## config.mk

```make
export PLATFORM = sky130hd
export DESIGN_NAME = instruction_encoder_flat
export DESIGN_NICKNAME = d
export VERILOG_FILES = /design/src/rtl/instruction_encoder_if.sv /design/src/rtl/instruction_encoder.sv /design/src/flat_wrapper.sv
export SDC_FILE = /design/constraint.sdc
export NUM_CORES = 1
export LEC_CHECK = 0
export CORE_UTILIZATION = 43
export CTS_CLUSTER_SIZE = 40
export DETAILED_ROUTE_END_ITERATION = 7
export PLACE_DENSITY_LB_ADDON = 0.2
export SLEW_MARGIN = 20
export SYNTH_ARGS = -nofsm -noshare
export SYNTH_HDL_FRONTEND = slang
export SYNTH_SLANG_ARGS = --single-unit
```

## constraint.sdc

```tcl
create_clock -name clk -period 3.3 [get_ports clk]
set_input_delay 0.825 -clock clk [delete_from_list [all_inputs] [get_ports clk]]
set_output_delay 0.825 -clock clk [all_outputs]
set_load 0.02 [all_outputs]
```

## src/rtl/instruction_encoder_if.sv

```systemverilog
// ============================================================================
//  Module   : instruction_encoder_if
//  Brief    : Field-side handshake and memory write port of the instruction encoder.
//  Revision : 1.0
// ============================================================================
`default_nettype none

interface instruction_encoder_if #(
    parameter int ADDR_W = 8
);
    logic              start;
    logic [ADDR_W-1:0] base_addr;
    logic              finish;
    logic              in_valid;
    logic              in_ready;
    logic [1:0]        fmt;
    logic [7:0]        op_dk;
    logic [3:0]        op_s;
    logic [3:0]        s;
    logic              arp;
    logic [6:0]        dk;
    logic [15:0]       all;
    logic              mem_we;
    logic [ADDR_W-1:0] mem_addr;
    logic [15:0]       mem_wdata;
    logic              mem_ready;
    logic              busy;
    logic              done;
    logic              err;

    modport master (
        output start, base_addr, finish, in_valid, fmt, op_dk, op_s, s, arp, dk, all, mem_ready,
        input  in_ready, mem_we, mem_addr, mem_wdata, busy, done, err
    );

    modport slave (
        input  start, base_addr, finish, in_valid, fmt, op_dk, op_s, s, arp, dk, all, mem_ready,
        output in_ready, mem_we, mem_addr, mem_wdata, busy, done, err
    );
endinterface

`default_nettype wire

```

## src/rtl/instruction_encoder.sv

```systemverilog
// ============================================================================
//  Module   : instruction_encoder
//  Brief    : Packs DK/S/RAW field sets into 16-bit words and streams them
//             through a small FIFO into instruction memory from a base address.
//             Optional macro ENC_CHK_EN also rejects S-type with op_s > SHIFT_OP_MAX.
//  Revision : 1.0
// ============================================================================
`default_nettype none

module instruction_encoder #(
    parameter int         ADDR_W       = 8,
    parameter int         MEM_DEPTH    = 256,
    parameter int         FIFO_DEPTH   = 2,
    parameter logic [3:0] SHIFT_OP_MAX = 4'h7
) (
    input wire                   clk,
    input wire                   reset,
    instruction_encoder_if.slave bus
);

    localparam int PTR_W = (FIFO_DEPTH > 1) ? $clog2(FIFO_DEPTH) : 1;

    localparam logic [1:0] c_IDLE  = 2'd0;
    localparam logic [1:0] c_RUN   = 2'd1;
    localparam logic [1:0] c_DRAIN = 2'd2;

    localparam logic [ADDR_W-1:0] c_LAST_ADDR = ADDR_W'(MEM_DEPTH - 1);
    localparam logic [PTR_W:0]    c_FULL      = (PTR_W + 1)'(FIFO_DEPTH);

`ifdef ENC_CHK_EN
    localparam logic [4:0] c_OP_S_LIMIT = {1'b0, SHIFT_OP_MAX};
`else
    // Limit saturates at 4'hF so every op_s value passes.
    localparam logic [4:0] c_OP_S_LIMIT = 5'h0F | {1'b0, SHIFT_OP_MAX};
`endif

    logic [1:0]        r_state;
    logic [1:0]        w_state_nxt;
    logic [15:0]       r_fifo [FIFO_DEPTH];
    logic [PTR_W-1:0]  r_wr_ptr;
    logic [PTR_W-1:0]  r_rd_ptr;
    logic [PTR_W:0]    r_count;
    logic [ADDR_W-1:0] r_wr_addr;
    logic [ADDR_W-1:0] r_acc_addr;
    logic              r_acc_end;
    logic [ADDR_W-1:0] r_last_addr;
    logic [15:0]       r_last_wdata;
    logic              r_done;
    logic              r_err;

    logic [15:0]       w_word;
    logic              w_reject;
    logic              w_busy;
    logic              w_in_ready;
    logic              w_accept;
    logic              w_push;
    logic              w_pop;
    logic              w_empty;
    logic              w_full;
    logic              w_mem_we;

    assign w_empty  = (r_count == '0);
    assign w_full   = (r_count == c_FULL);
    assign w_mem_we = !w_empty;
    assign w_accept = bus.in_valid & w_in_ready;
    assign w_push   = w_accept & !w_reject;
    assign w_pop    = w_mem_we & bus.mem_ready;

    // Field packing; fmt 3 is reserved and always rejected.
    always_comb begin
        w_word   = 16'h0000;
        w_reject = 1'b0;
        case (bus.fmt)
            2'd0: w_word = {bus.op_dk, bus.arp, bus.dk};
            2'd1: begin
                w_word   = {bus.op_s, bus.s, bus.arp, bus.dk};
                w_reject = ({1'b0, bus.op_s} > c_OP_S_LIMIT);
            end
            2'd2:    w_word   = bus.all;
            default: w_reject = 1'b1;
        endcase
    end

    // ---------------- FSM: state register ----------------
    always_ff @(posedge clk) begin
        if (reset) begin
            r_state <= c_IDLE;
        end else begin
            r_state <= w_state_nxt;
        end
    end

    // ---------------- FSM: next state ----------------
    always_comb begin
        w_state_nxt = r_state;
        case (r_state)
            c_IDLE: begin
                if (bus.start) w_state_nxt = c_RUN;
            end
            c_RUN: begin
                if (bus.finish || r_acc_end)
                    w_state_nxt = (w_empty && !w_push) ? c_IDLE : c_DRAIN;
            end
            c_DRAIN: begin
                if (w_empty) w_state_nxt = c_IDLE;
            end
            default: w_state_nxt = c_IDLE;
        endcase
    end

    // ---------------- FSM: outputs ----------------
    always_comb begin
        w_busy     = (r_state != c_IDLE);
        w_in_ready = (r_state == c_RUN) && !w_full && !r_acc_end;
    end

    // Storage has no reset: occupancy is governed entirely by the pointers.
    always_ff @(posedge clk) begin
        if (w_push) r_fifo[r_wr_ptr] <= w_word;
    end

    always_ff @(posedge clk) begin
        if (reset) begin
            r_wr_ptr <= '0;
            r_rd_ptr <= '0;
            r_count  <= '0;
        end else begin
            if (w_push) r_wr_ptr <= r_wr_ptr + 1'b1;
            if (w_pop)  r_rd_ptr <= r_rd_ptr + 1'b1;
            case ({w_push, w_pop})
                2'b10:   r_count <= r_count + 1'b1;
                2'b01:   r_count <= r_count - 1'b1;
                default: r_count <= r_count;
            endcase
        end
    end

    // Address tracking: acceptance side never wraps past the last word.
    always_ff @(posedge clk) begin
        if (reset) begin
            r_wr_addr    <= '0;
            r_acc_addr   <= '0;
            r_acc_end    <= 1'b0;
            r_last_addr  <= '0;
            r_last_wdata <= 16'h0000;
        end else begin
            if ((r_state == c_IDLE) && bus.start) begin
                r_wr_addr  <= bus.base_addr;
                r_acc_addr <= bus.base_addr;
                r_acc_end  <= 1'b0;
            end else begin
                if (w_pop) r_wr_addr <= r_wr_addr + 1'b1;
                if (w_push) begin
                    if (r_acc_addr == c_LAST_ADDR) r_acc_end  <= 1'b1;
                    else                           r_acc_addr <= r_acc_addr + 1'b1;
                end
            end
            if (w_pop) begin
                r_last_addr  <= r_wr_addr;
                r_last_wdata <= r_fifo[r_rd_ptr];
            end
        end
    end

    always_ff @(posedge clk) begin
        if (reset) begin
            r_done <= 1'b0;
            r_err  <= 1'b0;
        end else begin
            r_done <= (r_state != c_IDLE) && (w_state_nxt == c_IDLE);
            r_err  <= w_accept & w_reject;
        end
    end

    assign bus.in_ready  = w_in_ready;
    assign bus.busy      = w_busy;
    assign bus.done      = r_done;
    assign bus.err       = r_err;
    assign bus.mem_we    = w_mem_we;
    assign bus.mem_addr  = w_mem_we ? r_wr_addr : r_last_addr;
    assign bus.mem_wdata = w_mem_we ? r_fifo[r_rd_ptr] : r_last_wdata;

endmodule

`default_nettype wire

```

## src/flat_wrapper.sv

```systemverilog
// flat-port wrapper written by rule: the top's interface ports become plain ports
module instruction_encoder_flat 
#(
    parameter int         ADDR_W       = 8,
    parameter int         MEM_DEPTH    = 256,
    parameter int         FIFO_DEPTH   = 2,
    parameter logic [3:0] SHIFT_OP_MAX = 4'h7
)
  (clk, reset, bus_start, bus_base_addr, bus_finish, bus_in_valid, bus_fmt, bus_op_dk, bus_op_s, bus_s, bus_arp, bus_dk, bus_all, bus_mem_ready, bus_in_ready, bus_mem_we, bus_mem_addr, bus_mem_wdata, bus_busy, bus_done, bus_err);
  instruction_encoder_if #(.ADDR_W(ADDR_W)) bus_i ();
  input wire clk;
  input wire reset;
  input wire logic [$bits(bus_i.start)-1:0] bus_start;
  input wire logic [$bits(bus_i.base_addr)-1:0] bus_base_addr;
  input wire logic [$bits(bus_i.finish)-1:0] bus_finish;
  input wire logic [$bits(bus_i.in_valid)-1:0] bus_in_valid;
  input wire logic [$bits(bus_i.fmt)-1:0] bus_fmt;
  input wire logic [$bits(bus_i.op_dk)-1:0] bus_op_dk;
  input wire logic [$bits(bus_i.op_s)-1:0] bus_op_s;
  input wire logic [$bits(bus_i.s)-1:0] bus_s;
  input wire logic [$bits(bus_i.arp)-1:0] bus_arp;
  input wire logic [$bits(bus_i.dk)-1:0] bus_dk;
  input wire logic [$bits(bus_i.all)-1:0] bus_all;
  input wire logic [$bits(bus_i.mem_ready)-1:0] bus_mem_ready;
  output wire logic [$bits(bus_i.in_ready)-1:0] bus_in_ready;
  output wire logic [$bits(bus_i.mem_we)-1:0] bus_mem_we;
  output wire logic [$bits(bus_i.mem_addr)-1:0] bus_mem_addr;
  output wire logic [$bits(bus_i.mem_wdata)-1:0] bus_mem_wdata;
  output wire logic [$bits(bus_i.busy)-1:0] bus_busy;
  output wire logic [$bits(bus_i.done)-1:0] bus_done;
  output wire logic [$bits(bus_i.err)-1:0] bus_err;
  assign bus_i.start = bus_start;
  assign bus_i.base_addr = bus_base_addr;
  assign bus_i.finish = bus_finish;
  assign bus_i.in_valid = bus_in_valid;
  assign bus_i.fmt = bus_fmt;
  assign bus_i.op_dk = bus_op_dk;
  assign bus_i.op_s = bus_op_s;
  assign bus_i.s = bus_s;
  assign bus_i.arp = bus_arp;
  assign bus_i.dk = bus_dk;
  assign bus_i.all = bus_all;
  assign bus_i.mem_ready = bus_mem_ready;
  assign bus_in_ready = bus_i.in_ready;
  assign bus_mem_we = bus_i.mem_we;
  assign bus_mem_addr = bus_i.mem_addr;
  assign bus_mem_wdata = bus_i.mem_wdata;
  assign bus_busy = bus_i.busy;
  assign bus_done = bus_i.done;
  assign bus_err = bus_i.err;
  instruction_encoder #(.ADDR_W(ADDR_W), .MEM_DEPTH(MEM_DEPTH), .FIFO_DEPTH(FIFO_DEPTH), .SHIFT_OP_MAX(SHIFT_OP_MAX)) u_core (.clk(clk), .reset(reset), .bus(bus_i));
endmodule
```

==> flow_summary_export.csv <==
group,metric,value,unit
global_routing,grt_start_max_net_pins,43,
worst_setup_path,crit_required,2470,ps
synth,synth_warnings,0,
layout,antenna_cells,0,
layout,fill_cell_instance_count_of_the_final_layout,703,
routing,vias,3064,
clock_tree,cts_num_sinks,82,
die,boundaryPins,85,
clock_tree,cts_hold_buffers,0,
flow_run,max_cap_violations,0,
sta,worst_clock_skew_on_the_final_layout,9.508,ps
place,dp.final_hpwl,5.802,mm
global_routing,grt_use_total,19.19,%
die,dieWidth,95.45,microns
synth,post_synth_and_or_nand_nor_area_fraction,18.36,%
layout,synthToLayoutAreaGrowth,31.56,%
worst_setup_path,critical_path_class,"reg -> out",
routing,drtPass1Iterations,5,
clock_tree,clk_root_buf,"clkbuf_8",
clock_tree,cts_max_level,3,
sta,slew_headroom,46.78,%
synth,synthFlopType,"dfxtp_1",
sta,share_of_the_clock_period_used_by_the_worst_path_after_layout,90.51,%
clock_tree,numCtsBuffers,9,
synth,number_of_cells_produced_by_synthesis,396,
pwr,switching_share,30.37,%
synth,muxShareOfSynthArea,6.664,%
place,number_of_buffers_added_on_ports,84,
layout,post_route_cells_drive_above_1_share,7.438,%
synth,yosysMostFrequentCell,"nand2_1",
pwr,clock_power_share,28.6,%
routing,detail_route.wirelength,8.114,mm
worst_setup_path,worst_setup_path_start_kind,"register",
worst_setup_path,path_max_fanout,32,
synth,mapped_cell_area,3755,sq um
synth,synth_top_family_by_area,"simple AND/OR/NAND/NOR gates",
die,core_area,8341,sq um
worst_setup_path,timing.critical_path.arrival,2160,ps
synth,synth_top_cells_by_area,"dfxtp_1 (27%), edfxtp_1 (26%), mux2i_1 (6.7%)",
die,row_count,33,
sta,final_hold_vios,0,
synth,yosys.area_share.adder,0.9997,%
synth,synth-seq-cells,82,
place,finalWeightedCongestion,0.8396,
pwr,irDropWorstVdd,0.2546,mV
pwr,power.sequential.fraction,42.7,%
min_path,hold_class,"reg -> reg",
sta,fmax,0.3348,GHz
sta,worst_slack,313.3,ps
clock_tree,cts_resized,0,
die,die_h,95.45,microns
pwr,cellInternalPower,1.917,mW
clock_tree,cts.clk_slew.worst_paths,80,ps
sta,max_slew.worst_pin.slew,796.6,ps
routing,drc,0,
pwr,power.net_switching,0.8362,mW
layout,stdcell_count,589,
synth,synth_xor_xnor_area_share,2.566,%
synth,post_synth_num_cell_types,49,
routing,route.detailed.wl_per_inst,13.78,microns
synth,yosys.area.top_type,"dfxtp_1",
synth,synth_compound_area_share,15.29,%
global_routing,antenna_found_initial,0,
outcome,result_of_the_run,"complete, no violations",
pwr,power.combinational.fraction,28.7,%
global_routing,globalRoute.totalOverflow,0,
die,initial_core_util,45.02,%
clock_tree,cts-root-to-sink-buffers,2,
routing,drtIter0Drc,149,
clock_tree,postCtsSetupRepairBufs,0,
die,die_area,9110,sq um
layout,layout_net_count,538,
sta,finalHoldWorstSlack,458.1,ps
synth,yosysTopAreaCellShare,26.66,%
synth,ys_async_sr_fraction,0,%
sta,report.final.setup_viol,0,
synth,synth.yosys.seq_area_share,52.25,%
synth,postSynthAreaPerCell,9.482,sq um
synth,synth-edff-count,32,
synth,syn_nets,455,
global_routing,grt_pass1_vias,2838,
sta,rsz_0062_raised_after_global_routing,"false",
routing,ant_nets,0,
clock_tree,worst_skew_pair.late_latency,350,ps
place,dp.cells,573,
place,dp_slack,462.6,ps
synth,synth_commonest_cells,"nand2_1 (62), dfxtp_1 (50), nor2_1 (47)",
sta,slew_viol_final,0,
worst_setup_path,end_kind,"primary output",
routing,route.detailed.vias_per_inst,5.202,
global_routing,grt_pass1_wl,13.25,mm
pwr,p_leak,1.724,nW
sta,period_needed,2987,ps
pwr,p_per_cell_area,557.4,nW/um^2
sta,setup_tns,0,ps
clock_tree,tritoncts_clock_tree,"built",
[critical path, cell delays in order, from the launching register on]
cell and delay, ps:
dfxtp_1 430, nor2_1 90, inv_2 200, buf_12 220, nor2_1 60, a21oi_1 170, clkdlybuf4s50_1 640
[kinds of logic (layout without fill, tap and decap cells)]
logic type	count (synthesis)	in the layout
adders and majority gates	3	3
xor gates and xnor gates	11	11
AOI/OAI and AO/OA	95	95
and+or+nand+nor	145	145
muxes	25	25
DFF	82	82
buffers and inverters	35	123
[flip-flops by register name, summed over array words and instances, names as in the netlist, named ones only]
name	flops
u_core.r_acc_end	1
u_core.bus.err	1
u_core.r_state	2
u_core.r_last_wdata	16
u_core.r_wr_addr	8
u_core.r_fifo	32
u_core.r_acc_addr	8
u_core.r_rd_ptr	1
u_core.r_last_addr	8
u_core.r_count	2
u_core.bus.done	1
u_core.r_wr_ptr	1
[path summary, 6_finish.rpt]
| kind | from | to | slack (ps) | cells after the start |
|---|---|---|---|---|
| worst max-delay path | u_core.r_count[0] | bus_mem_wdata[6] | 310 | 6 |
| worst min-delay path | u_core.r_last_addr[1] | u_core.r_last_addr[1] | 460 | 2 |
| worst max register to register | u_core.r_count[0] | u_core.r_last_wdata[12] | 980 | 9 |
| worst min register to register | u_core.r_last_addr[1] | u_core.r_last_addr[1] | 460 | 2 |
[cells in the final DEF, fill, tap and decap left out, types with 2 or more instances in the layout]
cell type        netlist  final
a211oi_1              20     20
a21oi_1               34     34
a31oi_1                4      4
and2_1                 2      2
buf_4                  1     10
bufinv_16              0      2
clkbuf_8               0      9
clkdlybuf4s50_1        0     84
clkinvlp_4             0      2
dfxtp_1               50     50
edfxtp_1              32     32
ha_1                   3      3
inv_1                 10     10
inv_2                  2      2
mux2i_1               25     25
nand2_1               62     62
nand3_1                3      3
nand3b_1               2      2
nand4_1                5      5
nor2_1                47     47
nor3_1                 5      5
nor3b_1                2      2
o211ai_1               2      2
o21ai_0               21     21
o21bai_1               7      7
or3_1                  3      3
xnor2_1                7      7
xor2_1                 4      4
[through the flow]
step	utilization, %	power (mW)	cell area (sq um)
detailed placement	56.62	1.991	4722
floorplan	-	1.637	3755
global route	59.23	2.899	4940
CTS	59.23	2.771	4940
global placement	56.62	1.983	4722
finish	59.23	2.754	4940
[layout make-up]
| type | count | area [sq um] | share of cell area [%] |
|---|---|---|---|
| timing repair buffer | 95 | 935.9 | 18.95 |
| inverter | 12 | 45.04 | 0.9119 |
| tap | 105 | 131.4 | 2.660 |
| clock buffer | 10 | 127.6 | 2.584 |
| clock inverter | 6 | 90.09 | 1.824 |
| sequential | 82 | 1962 | 39.72 |
| multi-input combinational | 279 | 1648 | 33.36 |
[routing by layer]
metal / up-vias / global-route usage (%) / wire length, microns
met5: - / 0 / 0
met4: 0 / 8.209 / 137
met3: 12 / 3.429 / 462
met2: 99 / 31.67 / 3930
met1: 1387 / 24.66 / 3584
li1: 1566 / - / -
[power groups by stage]
| stage | clock, mW | sequential, mW | combinational (mW) |
|---|---|---|---|
| 2_1_floorplan | 0 | 1.18 | 0.455 |
| 3_3_place_gp | 0 | 1.19 | 0.789 |
| 3_5_place_dp | 0 | 1.20 | 0.793 |
| 4_1_cts | 0.798 | 1.17 | 0.798 |
| 5_1_grt | 0.852 | 1.18 | 0.862 |
| 6_report | 0.787 | 1.18 | 0.791 |
Note: power is estimated with default switching activity, not from simulation.
